## config.mk

```make
export PLATFORM = sky130hd
export DESIGN_NAME = switch_arbiter_rr_flat
export DESIGN_NICKNAME = d
export VERILOG_FILES = /design/src/rtl/switch_arbiter_rr_pkg.sv /design/src/rtl/switch_arbiter_rr_if.sv /design/src/rtl/switch_arbiter_rr_rr_arbiter.sv /design/src/rtl/switch_arbiter_rr.sv /design/src/flat_wrapper.sv
export SDC_FILE = /design/constraint.sdc
export NUM_CORES = 1
export LEC_CHECK = 0
export CAP_MARGIN = 20
export CORE_ASPECT_RATIO = 1.5
export CORE_MARGIN = 2
export CORE_UTILIZATION = 40
export CTS_CLUSTER_DIAMETER = 100
export DETAILED_ROUTE_END_ITERATION = 10
export GPL_TIMING_DRIVEN = 0
export HOLD_SLACK_MARGIN = 0.12
export PLACE_DENSITY = 0.7
export SETUP_SLACK_MARGIN = 0.5
export SYNTH_ARGS = -nofsm -noshare
export SYNTH_HDL_FRONTEND = slang
export SYNTH_SLANG_ARGS = --single-unit
```

## constraint.sdc

```tcl
create_clock -name clk -period 10.5 [get_ports clk]
set_input_delay 2.625 -clock clk [delete_from_list [all_inputs] [get_ports clk]]
set_output_delay 2.625 -clock clk [all_outputs]
set_load 0.1 [all_outputs]
```

## src/rtl/switch_arbiter_rr_pkg.sv

```systemverilog
// Router-wide constants and types for the switch allocator (noc_params).
// Port order follows the mesh router: LOCAL, NORTH, SOUTH, WEST, EAST.
package switch_arbiter_rr_pkg;

    localparam int PORT_NUM  = 5;
    localparam int VC_NUM    = 2;
    localparam int PORT_SIZE = $clog2(PORT_NUM);
    localparam int VC_SIZE   = (VC_NUM > 1) ? $clog2(VC_NUM) : 1;

    typedef logic [PORT_SIZE-1:0] port_idx_t;
    typedef logic [VC_SIZE-1:0]   vc_idx_t;

    typedef enum logic [PORT_SIZE-1:0] {
        LOCAL = 3'd0,
        NORTH = 3'd1,
        SOUTH = 3'd2,
        WEST  = 3'd3,
        EAST  = 3'd4
    } port_t;

    // Encodings at or above PORT_NUM do not name a real output port.
    function automatic logic port_in_range(input port_idx_t p);
        return p < PORT_SIZE'(PORT_NUM);
    endfunction

endpackage

```

## src/rtl/switch_arbiter_rr_if.sv

```systemverilog
// Allocator bus between the input block / downstream links and the switch
// allocator. grant_cnt_o exists only when SA_STATS_EN is defined.
interface switch_arbiter_rr_if;
    import switch_arbiter_rr_pkg::*;

    logic      [PORT_NUM-1:0][VC_NUM-1:0] req_i;
    port_idx_t [PORT_NUM-1:0][VC_NUM-1:0] out_port_i;
    vc_idx_t   [PORT_NUM-1:0][VC_NUM-1:0] downstream_vc_i;
    logic      [PORT_NUM-1:0][VC_NUM-1:0] on_off_i;
    logic      [PORT_NUM-1:0][VC_NUM-1:0] vc_grant_o;
    port_idx_t [PORT_NUM-1:0]             xbar_sel_o;
    logic      [PORT_NUM-1:0]             valid_flit_o;
`ifdef SA_STATS_EN
    logic      [PORT_NUM-1:0][15:0]       grant_cnt_o;

    modport master (
        output req_i, out_port_i, downstream_vc_i, on_off_i,
        input  vc_grant_o, xbar_sel_o, valid_flit_o, grant_cnt_o
    );
    modport slave (
        input  req_i, out_port_i, downstream_vc_i, on_off_i,
        output vc_grant_o, xbar_sel_o, valid_flit_o, grant_cnt_o
    );
`else
    modport master (
        output req_i, out_port_i, downstream_vc_i, on_off_i,
        input  vc_grant_o, xbar_sel_o, valid_flit_o
    );
    modport slave (
        input  req_i, out_port_i, downstream_vc_i, on_off_i,
        output vc_grant_o, xbar_sel_o, valid_flit_o
    );
`endif

endinterface

```

## src/rtl/switch_arbiter_rr_rr_arbiter.sv

```systemverilog
// N-way round-robin arbiter: search starts at the pointer and wraps to 0;
// the pointer moves to one past the winner only when update_en is high.
module rr_arbiter #(
    parameter  int N  = 2,
    localparam int IW = (N > 1) ? $clog2(N) : 1
) (
    input  logic          clk,
    input  logic          rst,
    input  logic [N-1:0]  req,
    input  logic          update_en,
    output logic [N-1:0]  grant,
    output logic          any,
    output logic [IW-1:0] idx
);

    logic [IW-1:0] ptr;
    logic [IW:0]   cand;

    // Pick the first requester at or after the pointer, wrapping at N.
    always_comb begin
        any  = 1'b0;
        idx  = '0;
        cand = '0;
        for (int unsigned k = 0; k < N; k++) begin
            cand = {1'b0, ptr} + (IW+1)'(k);
            if (cand >= (IW+1)'(N)) begin
                cand = cand - (IW+1)'(N);
            end
            if (!any && req[cand[IW-1:0]]) begin
                any = 1'b1;
                idx = cand[IW-1:0];
            end
        end
        grant = '0;
        if (any) begin
            grant[idx] = 1'b1;
        end
    end

    // Advance the pointer past an accepted winner.
    always_ff @(posedge clk) begin
        if (!rst) begin
            ptr <= '0;
        end else if (update_en && any) begin
            ptr <= (idx == IW'(N-1)) ? '0 : idx + IW'(1);
        end
    end

endmodule

```

## src/rtl/switch_arbiter_rr.sv

```systemverilog
// Separable input-first switch allocator for the 5-port, 2-VC mesh router.
// Stage 1 picks one eligible VC per input, stage 2 one input per output.
// Optional macro SA_STATS_EN adds saturating per-output grant counters.
module switch_arbiter_rr
    import switch_arbiter_rr_pkg::*;
(
    input  logic               clk,
    input  logic               rst,
    switch_arbiter_rr_if.slave sa
);

    logic      [PORT_NUM-1:0][VC_NUM-1:0]   eligible;
    logic      [PORT_NUM-1:0][VC_NUM-1:0]   s1_grant;
    logic      [PORT_NUM-1:0]               s1_valid;
    vc_idx_t   [PORT_NUM-1:0]               s1_vc;
    port_idx_t [PORT_NUM-1:0]               s1_target;
    logic      [PORT_NUM-1:0]               in_won;

    logic      [PORT_NUM-1:0][PORT_NUM-1:0] s2_req;     // [output][input]
    logic      [PORT_NUM-1:0][PORT_NUM-1:0] s2_grant;   // [output][input]
    logic      [PORT_NUM-1:0][PORT_NUM-1:0] s2_grant_t; // [input][output]
    logic      [PORT_NUM-1:0]               s2_any;
    port_idx_t [PORT_NUM-1:0]               s2_idx;

    logic      [PORT_NUM-1:0]               valid_q;
    port_idx_t [PORT_NUM-1:0]               xbar_q;
    port_idx_t [PORT_NUM-1:0]               xbar_next;

    for (genvar i = 0; i < PORT_NUM; i++) begin : g_input
        for (genvar v = 0; v < VC_NUM; v++) begin : g_vc
            assign eligible[i][v] = sa.req_i[i][v]
                && port_in_range(sa.out_port_i[i][v])
                && sa.on_off_i[sa.out_port_i[i][v]][sa.downstream_vc_i[i][v]];
        end

        // The stage-1 pointer only moves once the input also wins stage 2.
        rr_arbiter #(.N(VC_NUM)) u_s1 (
            .clk       (clk),
            .rst       (rst),
            .req       (eligible[i]),
            .update_en (in_won[i]),
            .grant     (s1_grant[i]),
            .any       (s1_valid[i]),
            .idx       (s1_vc[i])
        );

        assign s1_target[i] = sa.out_port_i[i][s1_vc[i]];

        for (genvar o = 0; o < PORT_NUM; o++) begin : g_xpose
            assign s2_req[o][i]     = s1_valid[i] && (s1_target[i] == PORT_SIZE'(o));
            assign s2_grant_t[i][o] = s2_grant[o][i];
        end

        assign in_won[i]        = |s2_grant_t[i];
        assign sa.vc_grant_o[i] = (rst && in_won[i]) ? s1_grant[i] : '0;
    end

    for (genvar o = 0; o < PORT_NUM; o++) begin : g_output
        rr_arbiter #(.N(PORT_NUM)) u_s2 (
            .clk       (clk),
            .rst       (rst),
            .req       (s2_req[o]),
            .update_en (1'b1),
            .grant     (s2_grant[o]),
            .any       (s2_any[o]),
            .idx       (s2_idx[o])
        );

        assign xbar_next[o] = s2_any[o] ? s2_idx[o] : xbar_q[o];
    end

    // Register crossbar select and flit-valid toward the downstream router.
    always_ff @(posedge clk) begin
        if (!rst) begin
            valid_q <= '0;
            xbar_q  <= '0;
        end else begin
            valid_q <= s2_any;
            xbar_q  <= xbar_next;
        end
    end

    assign sa.valid_flit_o = valid_q;
    assign sa.xbar_sel_o   = xbar_q;

`ifdef SA_STATS_EN
    logic [PORT_NUM-1:0][15:0] cnt_q;
    logic [PORT_NUM-1:0][15:0] cnt_next;

    for (genvar o = 0; o < PORT_NUM; o++) begin : g_stats
        assign cnt_next[o] = (s2_any[o] && (cnt_q[o] != 16'hFFFF)) ? cnt_q[o] + 16'd1
                                                                     : cnt_q[o];
    end

    // Per-output grant counters, saturating at all-ones.
    always_ff @(posedge clk) begin
        if (!rst) begin
            cnt_q <= '0;
        end else begin
            cnt_q <= cnt_next;
        end
    end

    assign sa.grant_cnt_o = cnt_q;
`endif

endmodule
```

## src/flat_wrapper.sv

```systemverilog
// flat-port wrapper written by rule: the top's interface ports become plain ports
module switch_arbiter_rr_flat import switch_arbiter_rr_pkg::*;
  (clk, rst, sa_req_i, sa_out_port_i, sa_downstream_vc_i, sa_on_off_i, sa_vc_grant_o, sa_xbar_sel_o, sa_valid_flit_o);
  switch_arbiter_rr_if sa_i ();
  input  logic clk;
  input  logic rst;
  input wire logic [$bits(sa_i.req_i)-1:0] sa_req_i;
  input wire logic [$bits(sa_i.out_port_i)-1:0] sa_out_port_i;
  input wire logic [$bits(sa_i.downstream_vc_i)-1:0] sa_downstream_vc_i;
  input wire logic [$bits(sa_i.on_off_i)-1:0] sa_on_off_i;
  output wire logic [$bits(sa_i.vc_grant_o)-1:0] sa_vc_grant_o;
  output wire logic [$bits(sa_i.xbar_sel_o)-1:0] sa_xbar_sel_o;
  output wire logic [$bits(sa_i.valid_flit_o)-1:0] sa_valid_flit_o;
  assign sa_i.req_i = sa_req_i;
  assign sa_i.out_port_i = sa_out_port_i;
  assign sa_i.downstream_vc_i = sa_downstream_vc_i;
  assign sa_i.on_off_i = sa_on_off_i;
  assign sa_vc_grant_o = sa_i.vc_grant_o;
  assign sa_xbar_sel_o = sa_i.xbar_sel_o;
  assign sa_valid_flit_o = sa_i.valid_flit_o;
  switch_arbiter_rr u_core (.clk(clk), .rst(rst), .sa(sa_i));
endmodule
```

==> results of run 1 <==
Yosys cell counts, types with 28 or more instances:
master | instances | area share
inv_1 | 64 | 0.028
clkbuf_1 | 40 | 0.018
xnor2_1 | 33 | 0.034
mux2_2 | 33 | 0.044
nor2_1 | 112 | 0.049
o21ai_0 | 44 | 0.026
nand2b_1 | 28 | 0.021
nor3_1 | 42 | 0.025
a21oi_1 | 90 | 0.053
nand2_1 | 94 | 0.041
mux2i_1 | 46 | 0.054
nand3_1 | 47 | 0.028
ha_1 | 49 | 0.072
dfxtp_1 | 40 | 0.094
per-layer routing:
metal | GRT usage | vias up | wire length [um]
met5 | 0 | - | 15
met4 | 0.164 | 2 | 2300
met3 | 0.0403 | 156 | 2340
met2 | 0.491 | 491 | 16400
met1 | 0.290 | 4883 | 11600
li1 | - | 4855 | -
sequential cells by signal (all words and copies together), names as in the netlist:
signal,cells
u_core.sa.valid_flit_o,5
u_core.sa.xbar_sel_o,15
u_core.g_output.u_s2.ptr,15
u_core.g_input.u_s1.ptr,5
worst max-delay path, cell delays in order:
cell	delay, ns
clkdlybuf4s50_1	0.47
mux2_2	0.33
mux4_2	0.47
nor2b_1	0.18
a22o_4	0.25
o21a_2	0.17
a222oi_1	0.47
nand2_1	0.16
or3b_2	0.51
a32o_2	0.30
or4_4	0.54
o22ai_4	0.21
nor4b_4	0.06
buf_4	0.18
nor3_4	0.22
buf_12	0.21
final cells by class:
type / count / area (um^2)
diodes: 1 / 2.50
well taps: 268 / 335
inverters: 71 / 267
flip-flops and latches: 40 / 801
clock buffers: 6 / 139
plain buffers: 45 / 204
repair buffers: 114 / 1080
fillers: 2080 / 10400
multi-input cells: 1048 / 7740
clock inverters: 2 / 38.8
cell families (layout without fill, tap and decap cells):
family                   after synthesis  count (layout)
XOR/XNOR                              34              34
buffers and inverters                116             238
adder cells (fa/ha/maj)               54              54
multiplexers                          88              88
AND/OR/NAND/NOR                      490             490
other                                  0               1
flip-flops                            40              40
AO/OA/AOI/OAI                        382             382
final timing paths:
path / slack [ns] / start / cells after the start / end
max: 0.52 / sa_on_off_i[7] / 16 / sa_vc_grant_o[1]
min: 0.46 / u_core.sa.xbar_sel_o[2] / 2 / u_core.sa.xbar_sel_o[2]
max reg2reg: 5.17 / u_core.g_output[3].u_s2.ptr[0] / 19 / u_core.g_input[0].u_s1.ptr
min reg2reg: 0.46 / u_core.sa.xbar_sel_o[2] / 2 / u_core.sa.xbar_sel_o[2]
stage by stage:
stage / hold slack (ns) / setup TNS [ns] / setup slack [ns] / utilization
final: 0.457 / 0 / 0.521 / 0.505
after global routing: 0.482 / 0 / 0.453 / 0.505
after CTS: 0.459 / 0 / 0.480 / 0.479
after detailed placement: 0.450 / -7.72 / -0.967 / 0.458
after global placement: 0.446 / -7.26 / -0.898 / 0.458
after floorplan: 0.440 / 0 / 0.394 / -
layout by cell type (no fill, tap or decap), drive strengths merged, types with 24 or more instances in the layout:
cell type,instances
a21oi,91
a31oi,24
and3,26
buf,56
clkbuf,44
clkdlybuf4s50,50
dfxtp,40
ha,49
inv,67
mux2,36
mux2i,46
nand2,94
nand2b,28
nand3,47
nor2,112
nor3,42
o21ai,48
xnor2,33
timing repair:
action / 4_1_cts / 5_1_grt
pin swaps: 9 / 26
resized for setup: 104 / 94
setup endpoints to repair: 10 / 10
buffers inserted: 13 / 23
cloned: 0 / 2
==> impl_metrics.json, run 1 <==
{
  "status": "finished clean",
  "syn2layout_area_growth_pct": 24.6,
  "drc_errors": 0,
  "clock_skew_ns": 0.0162,
  "maxCapViolCount": 0,
  "hold_buffers": 0,
  "grt_pass1_vias": 9607,
  "die_h_um": 183,
  "clock-sinks": 40,
  "crit_type": "in2out",
  "worstMarginPinSlew_ns": 1.00,
  "synth_xor_area_frac": 0.0350,
  "setup_viol": 0,
  "synth_top_family_by_area": "compound AO/OA/AOI/OAI gates",
  "cts_buffers": 5,
  "synth_edf_count": 0,
  "fin_nets": 1441,
  "grt_usage": 0.271,
  "hold_path.class": "reg2reg",
  "initial_core_util": 0.406,
  "synth_cells": 1204,
  "io_pins": 92,
  "h-tree-depth": 2,
  "dp_cells": 1547,
  "drive_gt1_frac": 0.158,
  "cp-start-kind": "input pin",
  "relSlewSlack": 0.329,
  "fin_crit_sh": 0.950,
  "synthMuxAreaShare": 0.118,
  "required_ns": 7.88,
  "root_buffer": "clkbuf_16",
  "first_iter_violations": 854,
  "syn-cell-area_mm2": 0.00851,
  "cts_buffer_depth": 2,
  "hold_viol": 0,
  "grt_setup_unrepaired": "no",
  "end_kind": "output port",
  "die_x_um": 123,
  "core_area_mm2": 0.0210,
  "synthSimpleGateAreaFrac": 0.301,
  "routedWlPerCell_um": 20.5,
  "synth-seq-area-share": 0.0941,
  "routed_wl_um": 32700,
  "vias": 10387,
  "synth_compound_area_frac": 0.316,
  "synth_ff_type": "dfxtp_1",
  "instances_no_fill": 1595,
  "synthAdderAreaFrac": 0.0838,
  "yosysWarnings": 0,
  "place.gp.congestion": 0.951,
  "first_pass_iters": 6,
  "async_flop_share": 0,
  "fin_crit_ns": 9.98,
  "vias_per_cell": 6.51,
  "path_clk_slew_ns": 0.06,
  "fin_area_mm2": 0.0106,
  "insertion_delay_ns": 0.31,
  "numPortBuffers": 75,
  "synth.net_count": 1320,
  "max_freq_ghz": 0.100,
  "cts_tree": "yes",
  "arrival_ns": 7.35,
  "path_max_fanout": 7,
  "placed_cell_area_mm2": 0.00962,
  "synth_cell_type_count": 88,
  "rows": 65,
  "final_antenna_net_count": 0,
  "dp_hpwl_um": 24800,
  "overflow": 0,
  "antenna_found_initial": 1,
  "syn_avg_cell_area_um2": 7.07,
  "die-area_mm2": 0.0225,
  "synth_seq_cells": 40,
  "grt_pass1_wl_um": 48500,
  "maxSlewViolCount": 0,
  "grt_max_degree": 14
}
Power of run 1 is left out: the tool's default activity adds up to more than one toggle a clock period on the data nets, which glitch-free logic cannot reach.
==> run 2, diff against run 1 <==
Settings changed: HOLD_SLACK_MARGIN 0.12 to 0.02, SLEW_MARGIN set to 40.
Clock period 10.5 ns to 11.2 ns, I/O delays scaled along.
==> run 2 against run 1 <==
  * Core utilization fell by 3.1 points
  * Critical path depth fell by 1
  * First-iteration DRC count rose by 6.8%
==> impl_metrics.json, run 2 (synthesis gave the netlist of run 1 again) <==
{
  "status": "finished clean",
  "grt_usage": 0.273,
  "first_pass_iters": 6,
  "cts_buffers": 5,
  "maxCapViolCount": 0,
  "final_cell_mix": "nor2_1, nand2_1, a21oi_1",
  "core_area_mm2": 0.0210,
  "end_kind": "output port",
  "instances_no_fill": 1569,
  "grt_pass1_vias": 9505,
  "worstMarginPinSlew_ns": 0.884,
  "root_buffer": "clkbuf_16",
  "holdWs_ns": 0.458,
  "die-area_mm2": 0.0225,
  "die_x_um": 123,
  "setup_slack_ns": 0.642,
  "pre_cts_ws_ns": 0.0563,
  "syn2layout_area_growth_pct": 16.9,
  "hold_buffers": 0,
  "rows": 65,
  "fin_crit_ns": 10.56,
  "crit_type": "in2out",
  "cp-start-kind": "input pin",
  "required_ns": 8.40,
  "max_freq_ghz": 0.0947,
  "cts_buffer_depth": 2,
  "dp_cells": 1547,
  "dp_hpwl_um": 24800,
  "first_iter_violations": 912,
  "antenna_found_initial": 0,
  "overflow": 0,
  "clock-sinks": 40,
  "fin_crit_sh": 0.943,
  "clock_skew_ns": 0.00895,
  "initial_core_util": 0.406,
  "vias": 10030,
  "h-tree-depth": 2,
  "grt_max_degree": 15,
  "maxSlewViolCount": 0,
  "numPortBuffers": 75,
  "fin_setup_tns_ns": 0,
  "hold_viol": 0,
  "relSlewSlack": 0.411,
  "fin_nets": 1416,
  "routed_wl_um": 31200,
  "arrival_ns": 7.76,
  "layout_commonest_cell": "nor2_1",
  "io_pins": 92,
  "insertion_delay_ns": 0.31,
  "place.gp.congestion": 0.942,
  "cts_tree": "yes",
  "routedWlPerCell_um": 19.9,
  "num_antenna_cells": 0,
  "grt_pass1_wl_um": 48800,
  "path_max_fanout": 6,
  "drive_gt1_frac": 0.121,
  "final_antenna_net_count": 0,
  "vias_per_cell": 6.39,
  "drc_errors": 0,
  "path_clk_slew_ns": 0.06,
  "hold_path.class": "reg2reg",
  "die_h_um": 183,
  "grt_setup_unrepaired": "yes",
  "setup_viol": 0
}
-- run 2: cell count changes in the layout (fill, tap and decap cells not counted), sizes merged --
| cell | change |
|---|---|
| dlymetal6s2s | -14 |
| buf | -12 |
| clkbuf | +6 |
| clkdlybuf4s50 | -6 |
| clkinv | -1 |
| clkinvlp | +1 |
| diode | -1 |
| inv | +1 |
-- run 2: cell type report --
| type | count | area, um^2 |
|---|---|---|
| fill | 2188 | 11000 |
| inverter | 71 | 267 |
| clock buffer | 5 | 125 |
| multi-input combinational | 1048 | 7440 |
| clock inverter | 3 | 46.3 |
| sequential | 40 | 801 |
| timing repair buffer | 89 | 746 |
| buffer | 45 | 186 |
| tap | 268 | 335 |
-- run 2: routing by layer --
| layer | global-route usage | part of all wire |
|---|---|---|
| met1 | 0.310 | 0.38 |
| met2 | 0.491 | 0.51 |
| met3 | 0.0328 | 0.063 |
| met4 | 0.136 | 0.052 |
| met5 | 0 | 0 |
-- run 2: through the flow --
| step | utilization | instance area (um^2) |
|---|---|---|
| 6_report | 0.474 | 9940 |
| 5_1_grt | 0.474 | 9940 |
| 4_1_cts | 0.466 | 9780 |
| 2_1_floorplan | - | 8520 |
| 3_3_place_gp | 0.458 | 9610 |
| 3_5_place_dp | 0.452 | 9480 |
-- run 2: worst max-delay path, stage by stage --
cell,delay (ns)
clkdlybuf4s50_1,0.60
mux2_2,0.39
a32o_1,0.29
or3_1,0.40
a21boi_0,0.35
o21bai_2,0.19
a221o_1,0.38
o21ai_1,0.38
mux2i_1,0.16
a41oi_1,0.36
o41ai_4,0.21
a222oi_1,0.39
nand2_1,0.26
and4_1,0.30
clkbuf_4,0.29
-- run 2: timing repair --
| item | 4_1_cts | 5_1_grt |
|---|---|---|
| gates resized for setup | 17 | 37 |
| buffers inserted | 9 | 5 |
| pin swaps | 4 | 5 |
| setup endpoints to repair | 9 | 10 |
-- run 2: final timing paths --
path | cells after the start | endpoint | startpoint | slack (ns)
setup / recovery | 15 | sa_vc_grant_o[7] | sa_downstream_vc_i[7] | 0.64
hold / removal | 2 | u_core.sa.xbar_sel_o[10] | u_core.sa.xbar_sel_o[10] | 0.46
setup reg to reg | 17 | u_core.g_input[0].u_s1.ptr | u_core.g_output[3].u_s2.ptr[0] | 5.97
hold reg to reg | 2 | u_core.sa.xbar_sel_o[10] | u_core.sa.xbar_sel_o[10] | 0.46
Power of run 2 is left out for the same reason.
==> run 3, diff against run 2 <==
Settings changed: MAX_ROUTING_LAYER set to met4, SETUP_SLACK_MARGIN 0.5 to unset.
Clock period 11.2 ns to 10.41 ns, I/O delays scaled along.
==> run 3 against run 2 <==
  * Sequential cell count unchanged
  * Clock skew up 0.0021 ns
  * Setup slack worse by 0.55 ns
==> impl_metrics.json, run 3 (synthesis gave the netlist of run 1 again) <==
{
  "min-delay-start": "u_core.sa.xbar_sel_o[10]",
  "antenna_found_initial": 0,
  "h-tree-depth": 2,
  "crit_type": "in2out",
  "met1_usage": 0.314,
  "fin_nets": 1413,
  "grt_pass1_wl_um": 49000,
  "dp_hpwl_um": 25200,
  "grtUsageMet2": 0.497,
  "required_ns": 7.81,
  "pre_cts_ws_ns": -0.394,
  "first_iter_violations": 725,
  "overflow": 0,
  "num_antenna_cells": 0,
  "place.gp.congestion": 0.955,
  "drive_gt1_frac": 0.119,
  "maxCapViolCount": 0,
  "numPortBuffers": 75,
  "cts_tree": "yes",
  "regToRegSetupSlack_ns": 5.10,
  "cts_buffer_depth": 2,
  "fin_crit_sh": 0.991,
  "multi_input_area_mm2": 0.00740,
  "die_h_um": 183,
  "drc_errors": 0,
  "die-area_mm2": 0.0225,
  "worstMarginPinSlew_ns": 0.797,
  "path_max_fanout": 6,
  "grt_pass1_vias": 9462,
  "grt_max_degree": 15,
  "maxSlewViolCount": 0,
  "cts_buffers": 5,
  "grt_usage": 0.283,
  "die_x_um": 123,
  "r2r_end": "u_core.g_input[0].u_s1.ptr",
  "holdPathStages": 2,
  "path_clk_slew_ns": 0.06,
  "insertion_delay_ns": 0.30,
  "setup_viol": 0,
  "slowest_stage": "nor4_1",
  "clock-sinks": 40,
  "final_antenna_net_count": 0,
  "fin_setup_tns_ns": 0,
  "core_area_mm2": 0.0210,
  "routed_wl_um": 31500,
  "rows": 65,
  "fillers": 2192,
  "rr_worst_depth": 15,
  "end_kind": "output port",
  "max_freq_ghz": 0.0969,
  "vias_per_cell": 6.42,
  "busiest_layer": "met2",
  "io_pins": 92,
  "first_pass_iters": 7,
  "status": "finished clean",
  "r2r_start": "u_core.g_output[2].u_s2.ptr[0]",
  "hold_path.class": "reg2reg",
  "min_to": "u_core.sa.xbar_sel_o[10]",
  "routedWlPerCell_um": 20.1,
  "seqCellArea_um2": 801,
  "use_met3": 0.0306,
  "cp-start-kind": "input pin",
  "hold_buffers": 0,
  "fin_crit_ns": 10.32,
  "vias": 10055,
  "layout_commonest_cell": "nor2_1",
  "cpPeakStageDelay_ns": 0.67,
  "clock_skew_ns": 0.0110,
  "root_buffer": "clkbuf_16",
  "final_cell_mix": "nor2_1, nand2_1, a21oi_1",
  "hold_viol": 0,
  "setup_slack_ns": 0.0889,
  "initial_core_util": 0.406,
  "relSlewSlack": 0.464,
  "path_cells": "clkdlybuf4s50_1 > mux2_2 > a32o_1 > o311ai_0 > a2bb2oi_2 > o21bai_2 > a221o_1 > o21ai_1 > nor3b_1 > o32ai_1 > nand2_1 > nor4_1 > nor4b_4 > nor2_1 > buf_4",
  "syn2layout_area_growth_pct": 16.0,
  "arrival_ns": 7.72
}
run 3: cell types whose count changed in the layout (fill, tap and decap cells not counted), sizes merged:
cell and change:
dlymetal6s2s -1, clkdlybuf4s50 +1, clkbuf -1, buf -2
run 3: stage by stage:
stage           util  instances  hold WS [ns]  area [um^2]
3_5_place_dp   0.452       1547         0.448         9480
5_1_grt        0.470       1566         0.474         9870
3_3_place_gp   0.458       1547         0.449         9610
2_1_floorplan      -       1204         0.440         8520
4_1_cts        0.465       1561         0.460         9750
6_report       0.470       1566         0.462         9870
run 3: area by class of cell:
type / instances / area share
Clock inverter: 3 / 0.00469
Tap cell: 268 / 0.0340
Inverter: 71 / 0.0270
Buffer: 45 / 0.0191
Timing Repair Buffer: 86 / 0.0716
Multi-Input combinational cell: 1048 / 0.750
Sequential cell: 40 / 0.0811
Clock buffer: 5 / 0.0127
run 3: critical path, delay by kind of cell:
family / cells / cell delay [ns]
multiplexers: 1 / 0.39
AND/OR/NAND/NOR: 5 / 1.46
AO/OA/AOI/OAI: 7 / 2.31
buffers and inverters: 2 / 0.93
run 3: worst max path at each step:
stage	start	end	slack (ns)	cells after the start
global placement	sa_on_off_i[7]	sa_vc_grant_o[0]	-1.23	15
floorplan	sa_out_port_i[18]	sa_vc_grant_o[0]	0.25	14
CTS	sa_on_off_i[4]	sa_vc_grant_o[7]	0.003	17
finish	sa_downstream_vc_i[7]	sa_vc_grant_o[0]	0.09	15
global route	sa_out_port_i[2]	sa_vc_grant_o[0]	-0.02	16
detailed placement	sa_on_off_i[4]	sa_vc_grant_o[0]	-0.39	16
run 3: repair_timing:
action	CTS	global route
resized for setup	14	30
buffers inserted	6	5
pin swaps	3	4
endpoints found under the setup margin	9	10
run 3: routing by layer:
| layer | part of all wire | wire [um] | up-vias |
|---|---|---|---|
| li1 | - | - | 4787 |
| met1 | 0.39 | 12200 | 4785 |
| met5 | 0 | 0 | - |
| met4 | 0.054 | 1710 | 0 |
| met2 | 0.51 | 16000 | 379 |
| met3 | 0.051 | 1600 | 104 |
Power of run 3 is left out for the same reason.
